**src/rtl/rr_arbiter_4.sv**
```systemverilog
// Four-requester round-robin arbiter with registered one-hot and encoded grants.
// Optional forced release after MAX_HOLD grant cycles when ARB_TIMEOUT_EN is defined.
module rr_arbiter_4 #(
  parameter int MAX_HOLD = 15,
  parameter int CNT_W    = 4
) (
  input  logic       clk,
  input  logic       rst_n,
  input  logic [3:0] req,
  input  logic       done,
  output logic [3:0] gnt,
  output logic [1:0] gnt_idx,
  output logic       gnt_valid,
  output logic       timeout
);

  typedef enum logic {IDLE = 1'b0, GRANT = 1'b1} state_t;

  if ((1 << CNT_W) <= MAX_HOLD) begin : g_bad_cnt_w
    $error("rr_arbiter_4: CNT_W too narrow for MAX_HOLD");
  end

  state_t     state_q, state_d;
  logic [1:0] ptr_q, ptr_d;
  logic [3:0] gnt_q, gnt_d;
  logic [1:0] idx_q, idx_d;
  logic       to_q, to_d;

  logic       found;
  logic [1:0] sel;
  logic [1:0] cand;
  logic       rel_normal;
  logic       rel_force;

  // Scan starts just past the last-served requester, so it gets lowest priority.
  always_comb begin
    found = 1'b0;
    sel   = ptr_q;
    cand  = ptr_q;
    for (int k = 1; k <= 4; k++) begin
      cand = ptr_q + 2'(k);
      if (!found && req[cand]) begin
        found = 1'b1;
        sel   = cand;
      end
    end
  end

  assign rel_normal = done | ~req[idx_q];

`ifdef ARB_TIMEOUT_EN
  logic [CNT_W-1:0] cnt_q, cnt_d;

  // The count reaching MAX_HOLD at this edge means this is the last allowed cycle.
  assign rel_force = (cnt_q >= CNT_W'(MAX_HOLD - 1));

  always_ff @(posedge clk or negedge rst_n) begin
    if (!rst_n) cnt_q <= '0;
    else        cnt_q <= cnt_d;
  end
`else
  assign rel_force = 1'b0;
`endif

  always_comb begin
    state_d = state_q;
    ptr_d   = ptr_q;
    gnt_d   = gnt_q;
    idx_d   = idx_q;
    to_d    = 1'b0;
`ifdef ARB_TIMEOUT_EN
    cnt_d   = cnt_q;
`endif
    case (state_q)
      IDLE: begin
        if (found) begin
          gnt_d   = 4'b0001 << sel;
          idx_d   = sel;
          state_d = GRANT;
`ifdef ARB_TIMEOUT_EN
          cnt_d   = '0;
`endif
        end
      end
      GRANT: begin
        if (rel_normal || rel_force) begin
          gnt_d   = 4'b0000;
          ptr_d   = idx_q;
          state_d = IDLE;
          to_d    = rel_force & ~rel_normal;
        end
`ifdef ARB_TIMEOUT_EN
        else if (cnt_q != {CNT_W{1'b1}}) begin
          cnt_d = cnt_q + 1'b1;
        end
`endif
      end
      default: state_d = IDLE;
    endcase
  end

  always_ff @(posedge clk or negedge rst_n) begin
    if (!rst_n) begin
      state_q <= IDLE;
      ptr_q   <= 2'b11;
      gnt_q   <= 4'b0000;
      idx_q   <= 2'b00;
      to_q    <= 1'b0;
    end else begin
      state_q <= state_d;
      ptr_q   <= ptr_d;
      gnt_q   <= gnt_d;
      idx_q   <= idx_d;
      to_q    <= to_d;
    end
  end

  assign gnt       = gnt_q;
  assign gnt_idx   = idx_q;
  assign gnt_valid = |gnt_q;
`ifdef ARB_TIMEOUT_EN
  assign timeout   = to_q;
`else
  assign timeout   = 1'b0;
`endif

endmodule

```
**config.mk**
```make
export PLATFORM = sky130hd
export DESIGN_NAME = rr_arbiter_4
export DESIGN_NICKNAME = d
export VERILOG_FILES = /design/src/rtl/rr_arbiter_4.sv
export SDC_FILE = /design/constraint.sdc
export NUM_CORES = 1
export LEC_CHECK = 0
export BUFFER_PORTS_ARGS = -buffer_cell sky130_fd_sc_hd__buf_2
export CAP_MARGIN = 20
export CORE_AREA = 8 8 45 47
export DETAILED_ROUTE_END_ITERATION = 12
export DIE_AREA = 0 0 53 55
export GPL_ROUTABILITY_DRIVEN = 0
export HOLD_SLACK_MARGIN = 0.02
export SLEW_MARGIN = 20
export SYNTH_ARGS = -nofsm -noshare
export SYNTH_HDL_FRONTEND = slang
export SYNTH_SLANG_ARGS = --single-unit
```
**constraint.sdc**
```tcl
create_clock -name clk -period 1.3 [get_ports clk]
set_input_delay 0.065 -clock clk [delete_from_list [all_inputs] [get_ports clk]]
set_output_delay 0.065 -clock clk [all_outputs]
set_load 0.01 [all_outputs]
```
==> results.md, run 1 <==
- Status: finished with violations
- Failing checks: negative setup slack
- Clock power share: 0.123
- Type of the worst setup path: register to register
- CTS H-tree lvls: 1
- P_sw: 641 uW
- Initial antenna violation count: 0
- Leakage: 0.337 nW
- Layout filler cell count: 130
- First-pass GRT wire length: 1.91 mm
- Fraction of layout cells with a size suffix above 1: 0.486
- Nets: 82
- # setup viols final: 8
- Final ANT Viol Nets: 0
- Predominant post-synthesis flop cell: dfrtp_1
- Gate Count Post-Synth: 50
- CTS clk-pin slew, worst paths: 0.06 ns
- Placed cell area: 638 sq um
- Area grow syn2layout: 41.0%
- Combinational share of power: 0.570
- # DRC: 0
- Die X: 53 um
- Total Routing Usage GR: 0.0889
- Final period utilization: 1.12
- Routed wire per std cell: 13.7 um
- Row count: 14
- Clock sink count: 9
- Via/cell ratio: 5.20
- Min-Delay Path Class: input port to async pin
- Diode count: 0
- Max Cap Violations: 0
- Clock skew after layout: 0.00610 ns
- Top cell type by total area after synthesis: dfrtp_1
- CP endpoint kind: register
- Worst setup SP type: register
- P per Cell Area: 2390 mW/mm^2
- Synth top area share: 0.346
- GRT Residual Overflow: 0
- Area of the multi-input gates: 284 sq um
- Final worst-path setup slack: -0.150 ns
- Worst-case vdd ir drop: 970 uV
- Initial cell density of the core: 0.366
- CTS tree: yes
- Inserted Clock Buffers: 3
- Iter 0 DRT Violations: 6
- Finished Cell Area: 714 sq um
- Final Max Tran Viols: 0
- Register Area: 229 sq um
- EDFF count, synth: 0
- Post-synthesis net count: 57
- Asr flop ratio synth: 1.00
- Critical path arrival: 1.61 ns
- Post-DP HPWL: 911 um
- CP max FO: 3
- Vias post-DR: 468
- Sequential-to-total area share from yosys stat: 0.449
- Routed wire length: 1.24 mm
- Syn avg cell area: 10.1 sq um
- Seq cells post-synth: 9
- Drt first pass iters: 4
- YS warnings: 0
- Port Buffers: 13
- Library cells used by synthesis: 27
- Setup Slack @ Placement: -0.128 ns
- Largest net degree at the start of global routing: 13
- Maximum clock frequency: 690 MHz
- IO Count: 15
- CTS root buf: clkbuf_4
- Pint: 1.07 mW
- Vias in the first global route: 465
- Synth area leaders: dfrtp_1 (35%), dfstp_2 (10%), o32ai_1 (6.9%)
- Unrepaired setup endpoints after global routing: true
- Sequential share of power: 0.307
- Die area: 0.00292 sq mm
- Die H: 55 um
- Clk Latency, worst-skew pair: 0.26 ns
- Switch share: 0.375
- Hold Fails Final Rpt: 0
- Synthesized area: 507 sq um
- Final Power: 1.71 mW
- Core area: 0.00138 sq mm
- CTS Buffer Depth: 2
- Crit path time final: 1.45 ns
- Worst Path Required: 1.46 ns
-- synthesized netlist by cell type (all sizes together) (2+ instances only) --
cell type  count
a21oi          2
buf            2
dfrtp          7
dfstp          2
inv            2
mux2           2
mux2i          2
nand2          6
nor2           2
nor3           2
o21ai          5
o32ai          4
-- placed cells by master (no fill, tap or decap) --
cell,instances
buf_2,13
buf_4,7
nand2_1,6
dfrtp_1,6
o21ai_0,5
clkbuf_4,3
mux2i_1,2
a21oi_1,2
mux2_4,2
nor2_1,2
o32ai_1,2
o32ai_2,2
dfstp_2,2
or4_1,1
inv_1,1
nor4_1,1
nor3_2,1
nor3b_2,1
nor3_4,1
or2_1,1
inv_2,1
nor2b_2,1
a21o_1,1
nand2b_1,1
or2b_1,1
a221oi_1,1
o21a_1,1
a221o_1,1
conb_1,1
clkbuf_1,1
dfrtp_2,1
dlygate4sd3_1,1
buf_12,1
-- worst max-delay path, stage by stage (launching register included) --
cell,delay (ns)
dfstp_2,0.55
nor2b_2,0.05
a21o_1,0.16
a221o_1,0.33
o32ai_2,0.27
-- per-layer routing --
layer	routed length, um	track usage	part of all wire	vias up
met1	589	0.0986	0.48	214
li1	-	-	-	230
met4	0	0.0517	0	0
met5	0	0	0	-
met3	125	0.0321	0.10	0
met2	522	0.145	0.42	24
-- cell families (layout without fill, tap and decap cells) --
| logic type | count (synthesis) | after routing | synth area share |
|---|---|---|---|
| and+or+nand+nor | 17 | 17 | 0.215 |
| AOI/OAI and AO/OA | 15 | 15 | 0.205 |
| DFF | 9 | 9 | 0.449 |
| muxes | 4 | 4 | 0.0839 |
| buffers and inverters | 4 | 28 | 0.0395 |
| other | 1 | 1 | 0.00740 |
-- registers in the layout (all words and copies together), names as in the netlist --
register  flops
ptr_q         2
state_q       1
gnt_idx       2
gnt           4
-- power by group through the flow --
stage	logic, mW	registers [mW]	clock network, mW
2_1_floorplan	0.434	0.547	0
3_3_place_gp	0.830	0.521	0
3_5_place_dp	0.827	0.525	0
4_1_cts	0.873	0.520	0.219
5_1_grt	1.05	0.537	0.242
6_report	0.974	0.524	0.210
-- through the flow --
stage	hold WS [ns]	std cells	setup TNS, ns	util
CTS	0.180	89	-0.664	0.498
finish	0.175	90	-0.632	0.516
detailed placement	-0.0712	83	-0.450	0.461
global placement	-0.0737	83	-0.505	0.461
floorplan	-0.231	50	-0.272	-
global route	0.197	90	-1.20	0.516
-- final timing paths --
| check | from | slack, ns | cells past startpoint | endpoint |
|---|---|---|---|---|
| max | ptr_q[0]$_DFFE_PN1P_ | -0.15 | 4 | gnt[2]$_DFFE_PN0P_ |
| max in group asynchronous | rst_n | 0.87 | 2 | ptr_q[1]$_DFFE_PN1P_ |
| min | rst_n | 0.17 | 2 | gnt[2]$_DFFE_PN0P_ |
| max reg2reg | ptr_q[0]$_DFFE_PN1P_ | -0.15 | 4 | gnt[2]$_DFFE_PN0P_ |
| min reg2reg | gnt[3]$_DFFE_PN0P_ | 0.57 | 2 | gnt[3]$_DFFE_PN0P_ |
| min in group clk | req[2] | 0.18 | 3 | state_q$_DFF_PN0_ |
-- what timing repair did --
item,4_1_cts,5_1_grt
endpoints found under the hold margin,9,0
hold buffers,1,0
pin swaps,0,2
setup endpoints to repair,8,8
buffers inserted,1,1
resized for setup,1,4
cloned,0,0
-- area by class of cell --
cell class | count | area share
inverters | 2 | 0.0105
clock buffers | 4 | 0.0368
flip-flops and latches | 9 | 0.320
well taps | 16 | 0.0280
multi-input cells | 37 | 0.398
repair buffers | 22 | 0.207
No activity file was read; power rests on OpenSTA's default activity.
==> run 2: changes to the inputs <==
Settings changed: CTS_BUF_LIST from default to sky130_fd_sc_hd__clkbuf_8 sky130_fd_sc_hd__clkbuf_16, TNS_END_PERCENT from default to 30.
==> results.md, run 2 (synthesis results as in run 1) <==
- Leakage: 0.330 nW (-2.1%)
- Critical path arrival: 1.55 ns (-0.06 ns)
- Setup Slack @ Placement: -0.108 ns (+0.0198 ns)
- Slack of the worst reg-to-reg path: -0.12 ns (+0.03 ns)
- Type of the worst setup path: register to register
- IO Count: 15 (unchanged)
- Min-Delay Path Class: input port to register
- Metal-1 WL: 584 um (-0.85%)
- Non-Filler Instances: 88 (-2.2%)
- Final ANT Viol Nets: 0 (unchanged)
- Vias post-DR: 457 (-2.4%)
- CTS root buf: clkbuf_8
- Clk Latency, worst-skew pair: 0.23 ns (-0.03 ns)
- CP endpoint kind: register
- Post-DP HPWL: 985 um (+8.2%)
- Commonest non-fill, non-tap cell in the layout: buf_2
- Max reg flops: 4 (unchanged)
- Final period utilization: 1.09 (-0.0258)
- CTS tree: yes
- Worst Path Required: 1.44 ns (-0.02 ns)
- # setup viols final: 8 (unchanged)
- Crit path time final: 1.42 ns (-0.0335 ns)
- P per Cell Area: 2410 mW/mm^2 (+0.97%)
- Area grow syn2layout: 39.5%
- Failing checks: negative setup slack
- Worst-case vdd ir drop: 1070 uV (+11%)
- Row count: 14 (unchanged)
- CP max FO: 3 (unchanged)
- Clock skew after layout: 0.00527 ns (-0.000822 ns)
- Routed wire per std cell: 13.8 um (+0.29%)
- Unrepaired setup endpoints after global routing: true
- Maximum clock frequency: 706 MHz (+2.4%)
- GRT Residual Overflow: 0 (unchanged)
- CTS Buffer Depth: 2 (unchanged)
- Inserted Clock Buffers: 3 (unchanged)
- Fraction of layout cells with a size suffix above 1: 0.444 (-0.0420)
- Diode count: 0 (unchanged)
- Initial antenna violation count: 0 (unchanged)
- Final core utilization: 0.511 (-0.00543)
- Total Routing Usage GR: 0.0942 (+0.00526)
- Iter 0 DRT Violations: 14 (+8)
- Cell total after placement: 83 (unchanged)
- Vias in the first global route: 469 (+0.86%)
- Hold Fails Final Rpt: 0 (unchanged)
- Fin Hold WS: 0.186 ns (+0.0117 ns)
- Routed wl met3: 80 um (-36%)
- Drt first pass iters: 4 (unchanged)
- Clock sink count: 9 (unchanged)
- Final worst-path setup slack: -0.117 ns (+0.0335 ns)
- Final Max Tran Viols: 0 (unchanged)
- Max Cap Violations: 0 (unchanged)
- Worst setup SP type: register
- Die X: 53 um (unchanged)
- Via/cell ratio: 5.19 (-0.13%)
- CTS H-tree lvls: 1 (unchanged)
- Die H: 55 um (unchanged)
- Nets: 80 (-2.4%)
- First-pass GRT wire length: 2.03 mm (+6.1%)
- Largest net degree at the start of global routing: 13 (unchanged)
- Most frequent cells in the layout: buf_2 (13), nand2_1 (6), dfrtp_1 (6)
- Initial cell density of the core: 0.366 (unchanged)
- Max layer used: met3
- Post-CTS setup buffer count: 0 (-1)
- Port Buffers: 13 (unchanged)
- Die area: 0.00292 sq mm (unchanged)
- Core area: 0.00138 sq mm (unchanged)
- CTS clk-pin slew, worst paths: 0.05 ns (about the same)
- Met2 WL post-DR: 548 um (+5.0%)
- # DRC: 0 (unchanged)
- Status: finished with violations
- Routed wire length: 1.21 mm (-1.9%)
run 2: final timing paths:
path	start	endpoint	cells past startpoint
setup / recovery	ptr_q[0]$_DFFE_PN1P_	gnt[2]$_DFFE_PN0P_	4
hold / removal	req[3]	state_q$_DFF_PN0_	3
setup reg to reg	ptr_q[0]$_DFFE_PN1P_	gnt[2]$_DFFE_PN0P_	4
hold reg to reg	gnt[1]$_DFFE_PN0P_	gnt[1]$_DFFE_PN0P_	2
max in group asynchronous	rst_n	ptr_q[1]$_DFFE_PN1P_	2
min in group asynchronous	rst_n	state_q$_DFF_PN0_	2
run 2: per-stage QoR:
step	setup TNS (ns)	total power, mW	area, sq um
after global placement	-0.297	1.36	638
final	-0.505	1.71	707
after detailed placement	-0.381	1.36	638
after floorplan	-0.314	0.982	508
after global routing	-1.01	1.82	707
after CTS	-0.557	1.71	701
run 2: layer usage:
layer / GRT usage / vias up
li1: - / 228
met1: 0.107 / 217
met2: 0.145 / 12
met3: 0.0348 / 0
met4: 0.0647 / 0
met5: 0 / -
run 2: what timing repair did:
action / in CTS / in global routing
endpoints found under the hold margin: 9 / 0
pin swaps: 1 / 0
cloned: 0 / 0
setup endpoints to repair: 8 / 10
gates resized for setup: 1 / 3
hold buffers: 1 / 0
run 2: critical path, cell delays in order, from the launching register on:
cell	delay (ns)
dfstp_2	0.54
nor2b_2	0.04
a21o_1	0.16
a221o_1	0.33
o32ai_1	0.25
run 2: final cells by class:
type                    instances  area [sq um]
flip-flops and latches          9           229
clock inverters                 1          3.75
fillers                       135           677
clock buffers                   3          41.3
inverters                       2          7.51
well taps                      16          20.0
repair buffers                 20           133
multi-input cells              37           273
run 2: report_power, final:
| group | switching [mW] | internal [mW] | total, mW |
|---|---|---|---|
| combinational | 0.409 | 0.456 | 0.866 |
| clock | 0.107 | 0.205 | 0.312 |
| sequential | 0.107 | 0.423 | 0.529 |
